$ cat config.mk
export PLATFORM = sky130hd
export DESIGN_NAME = fft8_frame_ctrl_flat
export DESIGN_NICKNAME = d
export VERILOG_FILES = /design/src/rtl/fft8_frame_ctrl_if.sv /design/src/rtl/fft8_frame_ctrl.sv /design/src/flat_wrapper.sv
export SDC_FILE = /design/constraint.sdc
export NUM_CORES = 1
export LEC_CHECK = 0
export ABC_AREA = 1
export CAP_MARGIN = 20
export CORE_ASPECT_RATIO = 0.8
export CORE_MARGIN = 2
export CORE_UTILIZATION = 50
export CTS_BUF_LIST = sky130_fd_sc_hd__clkbuf_4 sky130_fd_sc_hd__clkbuf_8 sky130_fd_sc_hd__clkbuf_16
export DETAILED_ROUTE_END_ITERATION = 16
export GPL_TIMING_DRIVEN = 0
export MAX_ROUTING_LAYER = met4
export PLACE_DENSITY = 0.89
export SYNTH_ARGS = -nofsm -noshare
export SYNTH_HDL_FRONTEND = slang
export SYNTH_SLANG_ARGS = --single-unit
$ cat constraint.sdc
create_clock -name clk -period 2.6 [get_ports clk]
set_input_delay 0.52 -clock clk [delete_from_list [all_inputs] [get_ports clk]]
set_output_delay 0.52 -clock clk [all_outputs]
set_load 0.02 [all_outputs]
$ cat src/rtl/fft8_frame_ctrl_if.sv
// Serial sample streams around the 8-point FFT frame controller: input stream (s_*) and output stream (m_*).
// The slave modport is the controller's view; the master modport is the surrounding environment's view.
interface fft8_frame_ctrl_if #(
    parameter int DW = 8
);
    logic          s_valid;
    logic          s_ready;
    logic [DW-1:0] s_real;
    logic [DW-1:0] s_img;
    logic          m_valid;
    logic          m_ready;
    logic [DW-1:0] m_real;
    logic [DW-1:0] m_img;
    logic [2:0]    m_index;
    logic          m_last;

    modport slave (
        input  s_valid, s_real, s_img, m_ready,
        output s_ready, m_valid, m_real, m_img, m_index, m_last
    );

    modport master (
        output s_valid, s_real, s_img, m_ready,
        input  s_ready, m_valid, m_real, m_img, m_index, m_last
    );
endinterface

$ cat src/rtl/fft8_frame_ctrl.sv
// Frame sequencer for the 8-point parallel FFT core: serial load, fixed-latency wait, serial unload.
// Optional macro FFT8_BITREV_OUT_EN: unload the result buffer in bit-reversed bin order.
module fft8_frame_ctrl #(
    parameter int CORE_LAT = 3,
    parameter int DW       = 8
) (
    input  logic                clk,
    input  logic                rst,
    fft8_frame_ctrl_if.slave    bus,
    output logic [8*DW-1:0]     core_x_real_o,
    output logic [8*DW-1:0]     core_x_img_o,
    input  logic [8*DW-1:0]     core_y_real_i,
    input  logic [8*DW-1:0]     core_y_img_i,
    output logic                busy_o
);
    typedef enum logic [1:0] {
        ST_LOAD   = 2'd0,
        ST_WAIT   = 2'd1,
        ST_UNLOAD = 2'd2
    } state_t;

    state_t          state_q;
    logic [2:0]      load_cnt_q;
    logic [3:0]      wait_cnt_q;
    logic [2:0]      ptr_q;
    logic [8*DW-1:0] slot_real_q;
    logic [8*DW-1:0] slot_img_q;
    logic [8*DW-1:0] obuf_real_q;
    logic [8*DW-1:0] obuf_img_q;
    logic            s_ready_q;
    logic            m_valid_q;
    logic [DW-1:0]   m_real_q;
    logic [DW-1:0]   m_img_q;
    logic [2:0]      m_index_q;
    logic            m_last_q;
    logic            busy_q;
    logic [2:0]      next_ptr_s;

    function automatic logic [2:0] rd_idx(input logic [2:0] p);
`ifdef FFT8_BITREV_OUT_EN
        return {p[0], p[1], p[2]};
`else
        return p;
`endif
    endfunction

    function automatic logic [DW-1:0] lane(input logic [8*DW-1:0] v, input logic [2:0] i);
        return v[int'(i)*DW +: DW];
    endfunction

    assign next_ptr_s = ptr_q + 3'd1;

    // Frame sequencer: load slots, wait out the core latency, then stream the captured results.
    always_ff @(posedge clk) begin
        if (rst) begin
            state_q     <= ST_LOAD;
            load_cnt_q  <= 3'd0;
            wait_cnt_q  <= 4'd0;
            ptr_q       <= 3'd0;
            slot_real_q <= '0;
            slot_img_q  <= '0;
            obuf_real_q <= '0;
            obuf_img_q  <= '0;
            s_ready_q   <= 1'b1;
            m_valid_q   <= 1'b0;
            m_real_q    <= '0;
            m_img_q     <= '0;
            m_index_q   <= 3'd0;
            m_last_q    <= 1'b0;
            busy_q      <= 1'b0;
        end else begin
            case (state_q)
                ST_LOAD: begin
                    if (bus.s_valid && s_ready_q) begin
                        slot_real_q[int'(load_cnt_q)*DW +: DW] <= bus.s_real;
                        slot_img_q[int'(load_cnt_q)*DW +: DW]  <= bus.s_img;
                        busy_q <= 1'b1;
                        if (load_cnt_q == 3'd7) begin
                            state_q    <= ST_WAIT;
                            load_cnt_q <= 3'd0;
                            wait_cnt_q <= 4'd0;
                            s_ready_q  <= 1'b0;
                        end else begin
                            load_cnt_q <= load_cnt_q + 3'd1;
                        end
                    end
                end
                ST_WAIT: begin
                    // The first output word is taken straight from the core since the buffer loads on this same edge.
                    if (wait_cnt_q == 4'(CORE_LAT - 1)) begin
                        obuf_real_q <= core_y_real_i;
                        obuf_img_q  <= core_y_img_i;
                        ptr_q       <= 3'd0;
                        m_valid_q   <= 1'b1;
                        m_real_q    <= lane(core_y_real_i, rd_idx(3'd0));
                        m_img_q     <= lane(core_y_img_i, rd_idx(3'd0));
                        m_index_q   <= rd_idx(3'd0);
                        m_last_q    <= 1'b0;
                        state_q     <= ST_UNLOAD;
                    end else begin
                        wait_cnt_q <= wait_cnt_q + 4'd1;
                    end
                end
                ST_UNLOAD: begin
                    if (bus.m_ready) begin
                        if (ptr_q == 3'd7) begin
                            state_q   <= ST_LOAD;
                            ptr_q     <= 3'd0;
                            m_valid_q <= 1'b0;
                            m_real_q  <= '0;
                            m_img_q   <= '0;
                            m_index_q <= 3'd0;
                            m_last_q  <= 1'b0;
                            s_ready_q <= 1'b1;
                            busy_q    <= 1'b0;
                        end else begin
                            ptr_q     <= next_ptr_s;
                            m_real_q  <= lane(obuf_real_q, rd_idx(next_ptr_s));
                            m_img_q   <= lane(obuf_img_q, rd_idx(next_ptr_s));
                            m_index_q <= rd_idx(next_ptr_s);
                            m_last_q  <= (next_ptr_s == 3'd7);
                        end
                    end
                end
                default: begin
                    state_q <= ST_LOAD;
                end
            endcase
        end
    end

    assign core_x_real_o = slot_real_q;
    assign core_x_img_o  = slot_img_q;
    assign bus.s_ready   = s_ready_q;
    assign bus.m_valid   = m_valid_q;
    assign bus.m_real    = m_real_q;
    assign bus.m_img     = m_img_q;
    assign bus.m_index   = m_index_q;
    assign bus.m_last    = m_last_q;
    assign busy_o        = busy_q;
endmodule

$ cat src/flat_wrapper.sv
// flat-port wrapper written by rule: the top's interface ports become plain ports
module fft8_frame_ctrl_flat 
#(
    parameter int CORE_LAT = 3,
    parameter int DW       = 8
)
  (clk, rst, core_x_real_o, core_x_img_o, core_y_real_i, core_y_img_i, busy_o, bus_s_valid, bus_s_real, bus_s_img, bus_m_ready, bus_s_ready, bus_m_valid, bus_m_real, bus_m_img, bus_m_index, bus_m_last);
  fft8_frame_ctrl_if #(.DW(DW)) bus_i ();
  input  logic clk;
  input  logic rst;
  output logic [8*DW-1:0] core_x_real_o;
  output logic [8*DW-1:0] core_x_img_o;
  input  logic [8*DW-1:0] core_y_real_i;
  input  logic [8*DW-1:0] core_y_img_i;
  output logic busy_o;
  input wire logic [$bits(bus_i.s_valid)-1:0] bus_s_valid;
  input wire logic [$bits(bus_i.s_real)-1:0] bus_s_real;
  input wire logic [$bits(bus_i.s_img)-1:0] bus_s_img;
  input wire logic [$bits(bus_i.m_ready)-1:0] bus_m_ready;
  output wire logic [$bits(bus_i.s_ready)-1:0] bus_s_ready;
  output wire logic [$bits(bus_i.m_valid)-1:0] bus_m_valid;
  output wire logic [$bits(bus_i.m_real)-1:0] bus_m_real;
  output wire logic [$bits(bus_i.m_img)-1:0] bus_m_img;
  output wire logic [$bits(bus_i.m_index)-1:0] bus_m_index;
  output wire logic [$bits(bus_i.m_last)-1:0] bus_m_last;
  assign bus_i.s_valid = bus_s_valid;
  assign bus_i.s_real = bus_s_real;
  assign bus_i.s_img = bus_s_img;
  assign bus_i.m_ready = bus_m_ready;
  assign bus_s_ready = bus_i.s_ready;
  assign bus_m_valid = bus_i.m_valid;
  assign bus_m_real = bus_i.m_real;
  assign bus_m_img = bus_i.m_img;
  assign bus_m_index = bus_i.m_index;
  assign bus_m_last = bus_i.m_last;
  fft8_frame_ctrl #(.CORE_LAT(CORE_LAT), .DW(DW)) u_core (.clk(clk), .rst(rst), .bus(bus_i), .core_x_real_o(core_x_real_o), .core_x_img_o(core_x_img_o), .core_y_real_i(core_y_real_i), .core_y_img_i(core_y_img_i), .busy_o(busy_o));
endmodule
==> metrics.txt <==
io pins 299; CP Max Fanout 19; Placed Area 16200 um^2; post-synth top area cell dfxtp_1; Seq cells post-synth 288; die footprint 27000 um^2; total track usage 0.347; Buffers on Ports 297; unrepaired setup endpoints after global routing yes; CTS root buffer clkbuf_16; run status finished clean; clk slew on worst S/H paths 0.06 ns; multi-input logic area 5600 um^2; fill cell count 2097; H-tree Lvls 1; Worst Path Required 3.10 ns; TritonRoute pass-1 iters 6; proportion of layout cells with a drive suffix above 1 0.0526; min Tclk post-route 2.54 ns; peak supply drop 0.000552 V; critical path's slowest cell ha_1; Max Cap Viol 0; Syn Inst Count 1897; total number of vias 14100; Design Area, Final 17200 um^2; chip width 183 um; Seq. cell area 5770 um^2; Final Max Slew Viols 0; HPWL after DPL 34900 um; period utilization 0.977; initial core utilization 0.509; Slew HR 0.472; pwr/cell area 575 nW/um^2; Crit path largest cell delay 0.48 ns; Post-Syn Nets 2057; CTS tree yes; first-pass GRT wire length 71100 um; Overflow after GRT 0; diodes inserted 0; initial DRC count 1431; final WL 47000 um; antenna violations before repair 0; Clock Skew 0.0184 ns; Post-Syn Area 12800 um^2; vias in the first global route 13300; Post-Syn Area per Cell 6.77 um^2; critical path, cell by cell inv_1, buf_2, ha_1, inv_1, buf_2, nand3_1, nand2_1, nand2_1, nand3_1, nand2_1, inv_1; Die Height 147 um; most frequent cells in the layout nand2_1 (339), clkdlybuf4s50_1 (297), dfxtp_1 (288), nor2_1 (287), inv_1 (243); pin count of the biggest net entering global routing 20; synth top area cells dfxtp_1 (45%), nand2_1 (9.9%), nor2_1 (8.4%); # DRC 0; Worst Setup Path Type reg -> reg; Setup TNS 0 ns; Hold Slack 0.446 ns; post-DR vias/cell 5.49; wire per inst 18.3 um; Placer Congestion 1.02; Hold Path Class reg -> reg; Antenna Nets Post-Route 0; TritonCTS buffer count 29; Setup crit end kind flip-flop; # setup viols final 0; CTS Buffer Depth 3; Max Fclk 394 MHz; Synth Warn # 0; Yosys top cell area share 0.449; nets 2384; Clock Latency Late Sink 0.55 ns; Crit path arrival time 3.04 ns; core footprint 25200 um^2; sequential fraction of the synthesis area 0.449; cts hold-fix bufs 0; FP Rows 52; Pleak 7.33 nW; P&R area growth vs syn 33.6%; Fin. Hold Viols 0; CP Launch Type flip-flop; Yosys cell types 28; clk sink count 288; Worst-Margin Slew 0.792 ns; most common cell after layout, fill and taps aside nand2_1
synthesized netlist by cell type:
| cell type | count |
|---|---|
| inv_1 | 243 |
| buf_4 | 6 |
| clkbuf_1 | 72 |
| o21ai_1 | 6 |
| nor3_1 | 3 |
| buf_2 | 29 |
| o21ai_0 | 200 |
| buf_6 | 1 |
| a21oi_1 | 198 |
| o21bai_1 | 16 |
| nand2_1 | 340 |
| nand4_1 | 6 |
| or2_2 | 1 |
| dfxtp_1 | 288 |
| nand3_1 | 140 |
| nor2_1 | 287 |
| nand2_2 | 3 |
| inv_4 | 1 |
| xor2_1 | 1 |
| buf_1 | 20 |
| nor2_4 | 6 |
| a31oi_1 | 4 |
| ha_1 | 12 |
| inv_2 | 4 |
| nand3_2 | 4 |
| nor2_2 | 3 |
| a211oi_1 | 2 |
| clkinv_1 | 1 |
stage by stage:
stage | util | setup WS (ns) | cells | power [mW]
floorplan | - | 0.416 | 1897 | 5.20
global placement | 0.643 | -0.499 | 2518 | 5.78
detailed placement | 0.643 | -0.509 | 2518 | 5.79
CTS | 0.680 | 0.0282 | 2566 | 9.84
global route | 0.680 | -0.0270 | 2566 | 10.1
finish | 0.680 | 0.0594 | 2566 | 9.87
what timing repair did:
action | 4_1_cts | 5_1_grt
pin swaps | 0 | 1
setup endpoints to repair | 19 | 40
gates resized for setup | 7 | 9
setup buffers | 0 | 1
cloned | 0 | 0
flip-flops by register name (all words and copies together), names as in the netlist:
register / cells
u_core.load_cnt_q: 3
u_core.busy_o: 1
u_core.wait_cnt_q: 4
u_core.obuf_real_q: 64
u_core.core_x_img_o: 64
u_core.state_q: 2
u_core.bus.m_img: 8
u_core.bus.m_valid: 1
u_core.bus.m_last: 1
u_core.ptr_q: 3
u_core.obuf_img_q: 64
u_core.core_x_real_o: 64
u_core.bus.m_real: 8
u_core.bus.s_ready: 1
cell type report:
| cell class | instances | area share |
|---|---|---|
| sequential | 288 | 0.336 |
| multi-input combinational | 1232 | 0.326 |
| timing repair buffer | 298 | 0.174 |
| inverter | 249 | 0.0549 |
| clock buffer | 41 | 0.0497 |
| buffer | 126 | 0.0321 |
| tap | 324 | 0.0236 |
| clock inverter | 8 | 0.00415 |
critical path, delay by kind of cell, from the launching register on:
family,cells,cell delay [ns]
adder cells (fa/ha/maj),1,0.48
buffers and inverters,5,0.96
AND/OR/NAND/NOR,5,0.59
flip-flops,1,0.44
power by group:
group          switching, mW  internal, mW
Combinational          0.731         0.485
Sequential            0.0487          4.48
Clock                   1.75          2.37
Total                   2.53          7.33
per-layer routing:
metal  share of wire  vias up  GRT usage
li1                -     6632          -
met1            0.38     6423      0.420
met2            0.45      869      0.558
met3            0.12      165     0.0764
met4           0.050        0      0.152
met5               0        -          -
logic make-up (layout without fill, tap and decap cells):
group	Yosys count	count (layout)	share of synthesized area
compound gates	426	426	0.170
xor+xnor	1	1	0.000682
fa+ha+maj	12	12	0.0117
buf+inv	377	722	0.115
flops	288	288	0.449
simple gates	793	793	0.254
path summary, 6_finish.rpt:
path | cells past startpoint | start | slack, ns | endpoint
hold reg to reg | 2 | u_core.core_x_real_o[60] | 0.45 | u_core.core_x_real_o[60]
setup / recovery | 11 | u_core.ptr_q[0] | 0.06 | u_core.bus.m_real[1]
hold / removal | 2 | u_core.core_x_real_o[60] | 0.45 | u_core.core_x_real_o[60]
setup reg to reg | 11 | u_core.ptr_q[0] | 0.06 | u_core.bus.m_real[1]
(Power assumes the default switching activity.)
